==> src/rtl/axil_pkg.sv <==
// axil_pkg: shared FSM states and AXI-Lite response codes for the command master.
package axil_pkg;

    typedef enum logic [2:0] {
        IDLE,
        WR_BOTH,
        WR_DATA,
        WR_ADDR,
        WR_RESP,
        RD_ADDR,
        RD_DATA,
        RSP
    } state_t;

    localparam logic [1:0] AXI_OK  = 2'b00;
    localparam logic [1:0] AXI_ERR = 2'b10;

    // SLVERR and DECERR both carry bit 1; EXOKAY folds into success.
    function automatic logic is_err(input logic [1:0] resp);
        return (resp & AXI_ERR) != AXI_OK;
    endfunction

endpackage

==> src/rtl/axil_cmd_master.sv <==
// axil_cmd_master: turns one simple read/write command at a time into AXI-Lite transactions.
// Define AXIL_MASTER_STATS_EN to add saturating write/read/error counters.
module axil_cmd_master
    import axil_pkg::*;
#(
    parameter int AXI_LITE_ADDR_WIDTH = 8,
    parameter int CNT_WIDTH           = 16
) (
    input  logic                           clk,
    input  logic                           reset,
    input  logic                           cmd_valid,
    output logic                           cmd_ready,
    input  logic                           cmd_write,
    input  logic [AXI_LITE_ADDR_WIDTH-1:0] cmd_addr,
    input  logic [31:0]                    cmd_wdata,
    output logic                           rsp_valid,
    input  logic                           rsp_ready,
    output logic [31:0]                    rsp_rdata,
    output logic                           rsp_err,
    output logic [AXI_LITE_ADDR_WIDTH-1:0] m_axi_lite_awaddr,
    output logic                           m_axi_lite_awvalid,
    input  logic                           m_axi_lite_awready,
    output logic [31:0]                    m_axi_lite_wdata,
    output logic                           m_axi_lite_wvalid,
    input  logic                           m_axi_lite_wready,
    input  logic [1:0]                     m_axi_lite_bresp,
    input  logic                           m_axi_lite_bvalid,
    output logic                           m_axi_lite_bready,
    output logic [AXI_LITE_ADDR_WIDTH-1:0] m_axi_lite_araddr,
    output logic                           m_axi_lite_arvalid,
    input  logic                           m_axi_lite_arready,
    input  logic [31:0]                    m_axi_lite_rdata,
    input  logic [1:0]                     m_axi_lite_rresp,
    input  logic                           m_axi_lite_rvalid,
    output logic                           m_axi_lite_rready
`ifdef AXIL_MASTER_STATS_EN
    ,
    output logic [CNT_WIDTH-1:0]           stat_wr_cnt,
    output logic [CNT_WIDTH-1:0]           stat_rd_cnt,
    output logic [CNT_WIDTH-1:0]           stat_err_cnt
`endif
);

    if (AXI_LITE_ADDR_WIDTH < 2 || CNT_WIDTH < 1) begin : g_bad_param
        $error("axil_cmd_master: AXI_LITE_ADDR_WIDTH must be >= 2 and CNT_WIDTH >= 1");
    end

    localparam logic [AXI_LITE_ADDR_WIDTH-1:0] WORD_MASK = ~AXI_LITE_ADDR_WIDTH'(3);

    state_t                         state, state_nxt;
    logic [AXI_LITE_ADDR_WIDTH-1:0] addr_q;
    logic [31:0]                    wdata_q;
    logic [31:0]                    rdata_q;
    logic                           err_q;
    logic                           accept;
    logic                           wr_cap;
    logic                           rd_cap;

    assign accept = (state == IDLE) && cmd_valid;
    assign wr_cap = (state == WR_RESP) && m_axi_lite_bvalid;
    assign rd_cap = (state == RD_DATA) && m_axi_lite_rvalid;

    always_ff @(posedge clk or posedge reset) begin
        if (reset)
            state <= IDLE;
        else
            state <= state_nxt;
    end

    // Valids and readies are pure state decodes, so no input reaches an output combinationally.
    always_comb begin
        state_nxt          = state;
        cmd_ready          = 1'b0;
        rsp_valid          = 1'b0;
        m_axi_lite_awvalid = 1'b0;
        m_axi_lite_wvalid  = 1'b0;
        m_axi_lite_bready  = 1'b0;
        m_axi_lite_arvalid = 1'b0;
        m_axi_lite_rready  = 1'b0;
        unique case (state)
            IDLE: begin
                cmd_ready = 1'b1;
                if (cmd_valid)
                    state_nxt = cmd_write ? WR_BOTH : RD_ADDR;
            end
            WR_BOTH: begin
                m_axi_lite_awvalid = 1'b1;
                m_axi_lite_wvalid  = 1'b1;
                if (m_axi_lite_awready && m_axi_lite_wready)
                    state_nxt = WR_RESP;
                else if (m_axi_lite_awready)
                    state_nxt = WR_DATA;
                else if (m_axi_lite_wready)
                    state_nxt = WR_ADDR;
            end
            WR_DATA: begin
                m_axi_lite_wvalid = 1'b1;
                if (m_axi_lite_wready)
                    state_nxt = WR_RESP;
            end
            WR_ADDR: begin
                m_axi_lite_awvalid = 1'b1;
                if (m_axi_lite_awready)
                    state_nxt = WR_RESP;
            end
            WR_RESP: begin
                m_axi_lite_bready = 1'b1;
                if (m_axi_lite_bvalid)
                    state_nxt = RSP;
            end
            RD_ADDR: begin
                m_axi_lite_arvalid = 1'b1;
                if (m_axi_lite_arready)
                    state_nxt = RD_DATA;
            end
            RD_DATA: begin
                m_axi_lite_rready = 1'b1;
                if (m_axi_lite_rvalid)
                    state_nxt = RSP;
            end
            RSP: begin
                rsp_valid = 1'b1;
                if (rsp_ready)
                    state_nxt = IDLE;
            end
        endcase
    end

    always_ff @(posedge clk or posedge reset) begin
        if (reset) begin
            addr_q  <= '0;
            wdata_q <= '0;
            rdata_q <= '0;
            err_q   <= 1'b0;
        end else begin
            if (accept) begin
                addr_q  <= cmd_addr & WORD_MASK;
                wdata_q <= cmd_wdata;
            end
            if (wr_cap) begin
                rdata_q <= '0;
                err_q   <= is_err(m_axi_lite_bresp);
            end
            if (rd_cap) begin
                rdata_q <= m_axi_lite_rdata;
                err_q   <= is_err(m_axi_lite_rresp);
            end
        end
    end

    assign m_axi_lite_awaddr = addr_q;
    assign m_axi_lite_araddr = addr_q;
    assign m_axi_lite_wdata  = wdata_q;
    assign rsp_rdata         = rdata_q;
    assign rsp_err           = err_q;

`ifdef AXIL_MASTER_STATS_EN
    logic [CNT_WIDTH-1:0] wr_cnt, rd_cnt, err_cnt;
    logic                 err_cap;

    assign err_cap = (wr_cap && is_err(m_axi_lite_bresp)) || (rd_cap && is_err(m_axi_lite_rresp));

    // Counters stick at all-ones rather than wrapping.
    always_ff @(posedge clk or posedge reset) begin
        if (reset) begin
            wr_cnt  <= '0;
            rd_cnt  <= '0;
            err_cnt <= '0;
        end else begin
            if (wr_cap && !(&wr_cnt))
                wr_cnt <= wr_cnt + CNT_WIDTH'(1);
            if (rd_cap && !(&rd_cnt))
                rd_cnt <= rd_cnt + CNT_WIDTH'(1);
            if (err_cap && !(&err_cnt))
                err_cnt <= err_cnt + CNT_WIDTH'(1);
        end
    end

    assign stat_wr_cnt  = wr_cnt;
    assign stat_rd_cnt  = rd_cnt;
    assign stat_err_cnt = err_cnt;
`endif

endmodule

==> config.mk <==
export PLATFORM = sky130hd
export DESIGN_NAME = axil_cmd_master
export DESIGN_NICKNAME = d
export VERILOG_FILES = /design/src/rtl/axil_pkg.sv /design/src/rtl/axil_cmd_master.sv
export SDC_FILE = /design/constraint.sdc
export NUM_CORES = 1
export LEC_CHECK = 0
export ABC_AREA = 1
export CORE_AREA = 2 2 107 109
export CTS_BUF_LIST = sky130_fd_sc_hd__clkbuf_8
export DETAILED_ROUTE_END_ITERATION = 6
export DIE_AREA = 0 0 109 111
export PLACE_DENSITY = 0.64
export SETUP_SLACK_MARGIN = 0.05
export SLEW_MARGIN = 40
export SYNTH_ARGS = -nofsm -noshare
export SYNTH_HDL_FRONTEND = slang
export SYNTH_SLANG_ARGS = --single-unit
==> constraint.sdc <==
create_clock -name clk -period 3 [get_ports clk]
set_input_delay 0.45 -clock clk [delete_from_list [all_inputs] [get_ports clk]]
set_output_delay 0.45 -clock clk [all_outputs]
set_load 0.03 [all_outputs]
==> results of run 1 <==
metal layers:
layer,vias to the layer above,track usage,part of all wire
li1,1519,-,-
met1,1429,0.1935,0.43
met2,129,0.2248,0.45
met3,11,0.06467,0.11
met4,0,0.05299,0.011
met5,-,0,0
through the flow:
stage	power, mW	util	cell area, um^2
final	5.427	0.4664	5166
after global routing	5.780	0.4664	5166
after CTS	5.509	0.4664	5166
after detailed placement	4.622	0.4466	4947
after global placement	4.574	0.4466	4947
after floorplan	3.436	-	3241
area by class of cell:
class	count	area [um^2]
inverters	13	50.05
fillers	1103	5911
clock buffers	10	137.6
clock inverters	6	81.33
well taps	143	178.9
flip-flops and latches	74	1852
multi-input cells	270	1157
repair buffers	171	1709
layout by cell type (no fill, tap or decap), types with 2 or more instances in the layout:
master	synthesis	routed
a21oi_1	3	3
buf_4	13	5
bufinv_16	0	2
clkbuf_8	0	10
clkdlybuf4s50_1	0	165
clkinv_2	0	3
conb_1	1	4
dfrtp_1	74	74
inv_1	11	11
inv_2	2	2
nand2_1	165	165
nand3_1	79	79
nand4_1	3	3
nor2_1	10	10
nor3_4	1	2
kinds of logic after synthesis:
group,Yosys count,share of synthesized area
AND/OR/NAND/NOR,262,0.3456
flip-flops,74,0.5734
buffers and inverters,48,0.07362
AO/OA/AOI/OAI,4,0.006196
other,1,0.001161
state kept, by name (all words and copies together) (netlist names):
| name | count |
|---|---|
| m_axi_lite_wdata | 32 |
| rsp_rdata | 32 |
| state | 3 |
| rsp_err | 1 |
| m_axi_lite_araddr | 6 |
where the power goes:
part           switching [mW]  leakage [nW]  internal [mW]
clock network           0.367         0.113          0.485
logic                    1.74          1.45           1.13
registers               0.301         0.948           1.40
worst min-delay path by stage:
stage / start / endpoint / slack [ns] / cells after the start
global placement: m_axi_lite_wdata[14] / m_axi_lite_wdata[14] / 0.45 / 2
detailed placement: m_axi_lite_wdata[20] / m_axi_lite_wdata[20] / 0.46 / 2
global route: reset / m_axi_lite_araddr[7] / 0.49 / 2
CTS: reset / m_axi_lite_araddr[7] / 0.46 / 2
floorplan: cmd_addr[2] / m_axi_lite_araddr[2] / 0.59 / 2
finish: reset / m_axi_lite_araddr[7] / 0.47 / 2
==> results.py, run 1 <==
metrics = {
    "status": {
        "status": "complete, no violations",
    },
    "run": {
        "cap_viol_max_count": 0,
    },
    "synthesis": {
        "yosysTopAreaCellShare": 0.5734,
        "synth_edf_count": 0,
        "synth_seq_cells": 74,
        "yosysSeqAreaShare": 0.5734,
        "yosysTopAreaCell": "dfrtp_1",
        "ys.flop_type": "dfrtp_1",
        "synthTopCellsByCount": "165 x nand2_1, 79 x nand3_1, 74 x dfrtp_1",
        "synthMostInstantiatedCell": "nand2_1",
        "synth_cells": 389,
        "synthArstFlopShare": 1.000,
        "ys_types": 19,
        "postSynthAreaPerCell_um2": 8.302,
        "synthesis.area_mm2": 0.003229,
        "ys_top_cells_by_area": "dfrtp_1 57%, nand2_1 19%, nand3_1 12%",
        "yosysWarnings": 0,
    },
    "critical_path": {
        "rrSetupSlack_ns": 0.95,
        "cp.depth": 3,
        "cp_num_buf_inv": 2,
        "worstPathCellList": "inv_1 > nor3_1 > clkdlybuf4s50_1",
        "reg2reg_depth": 8,
        "critPathTopFamily": "buffers and inverters",
        "cpPeakStageDelay_ns": 0.70,
        "cp-endpoint": "m_axi_lite_arvalid",
        "crit_type": "flip-flop to output port",
        "r2r_end": "rsp_rdata[5]",
        "cp-start-kind": "flip-flop",
        "crit_required_ns": 2.55,
        "cp-end-kind": "output port",
        "crit_start": "state[0]",
        "r2r-start": "state[1]",
        "crit_slowest_cell": "dfrtp_1",
        "worstPathMaxFanout": 14,
        "arrival_ns": 2.14,
    },
    "clock_network": {
        "clock-sinks": 74,
        "post_cts_buffers": 0,
        "post_cts_resized": 0,
        "ctsHoldBuffers": 0,
        "clock_path_buffers": 2,
        "numCtsBuffers": 9,
        "h-tree-depth": 3,
        "clkTransAtPathRegs_ns": 0.08,
        "cts_tree": "done",
        "cts_root_buf": "clkbuf_8",
        "insertion_delay_ns": 0.34,
    },
    "die": {
        "core_mm2": 0.01108,
        "std_cell_rows": 39,
        "initial_core_util": 0.2915,
        "die_y_um": 111,
        "dieArea_mm2": 0.01210,
        "num_io_pins": 174,
        "die_w_um": 109,
    },
    "timing": {
        "slew_headroom": 0.6159,
        "max_slew.worst_pin.slew_ns": 0.5755,
        "finalHoldViolCount": 0,
        "hold_slack_ns": 0.4657,
        "skew_ns": 0.007775,
        "fin_ws_ns": 0.4094,
        "setup_viol": 0,
        "rsz0062_at_grt": "no",
        "setup-tns-final_ns": 0,
        "max_freq_ghz": 0.3860,
        "min_period_ns": 2.591,
        "period_share": 0.8635,
        "report.final.slew_viol_count": 0,
    },
    "routing": {
        "num_vias": 3088,
        "drc": 0,
        "vias_per_cell": 4.495,
        "drt_iter0_drc": 191,
        "dr.pass1.iters": 4,
        "ant_nets": 0,
        "wl_um": 9222,
        "wl_per_cell_um": 13.42,
    },
    "final_layout": {
        "diodes": 0,
        "area_growth_pct": 59.98,
        "fin_nets": 625,
        "final_cells": 687,
        "drive_gt1_frac": 0.04963,
    },
    "global_routing": {
        "grtUsageTotal": 0.1505,
        "grt-ovfl-total": 0,
        "grt_max_degree": 46,
        "grt_pass1_wl_um": 14550,
        "grt_pass1_vias": 3006,
        "antenna_found_initial": 0,
    },
    "hold_path": {
        "hp-class": "input pin to asynchronous set/reset pin",
    },
    "place": {
        "placed_cells": 671,
        "post-place-ws_ns": 0.7558,
        "place_congestion": 0.7860,
        "hpwl_um": 6409,
        "port_buffers": 165,
    },
    "power": {
        "cellPowerDensity_mw_per_mm2": 1050,
        "p_leak_nw": 2.513,
        "ir_worst_vdd_mv": 0.5408,
    },
}
No activity file was read; power rests on OpenSTA's default activity.
==> inputs of run 2 (changes only) <==
Settings changed: HOLD_SLACK_MARGIN set to 0.05.
==> results of run 2 <==
Same layout as run 1: the final DEF is identical, and so are final timing and power.
==> inputs of run 3 (changes only) <==
Settings changed: GPL_ROUTABILITY_DRIVEN set to 0, HOLD_SLACK_MARGIN 0.05 to unset, SKIP_CTS_REPAIR_TIMING set to 1.
==> results of run 3 <==
Same layout as run 1: the final DEF is identical, and so are final timing and power.
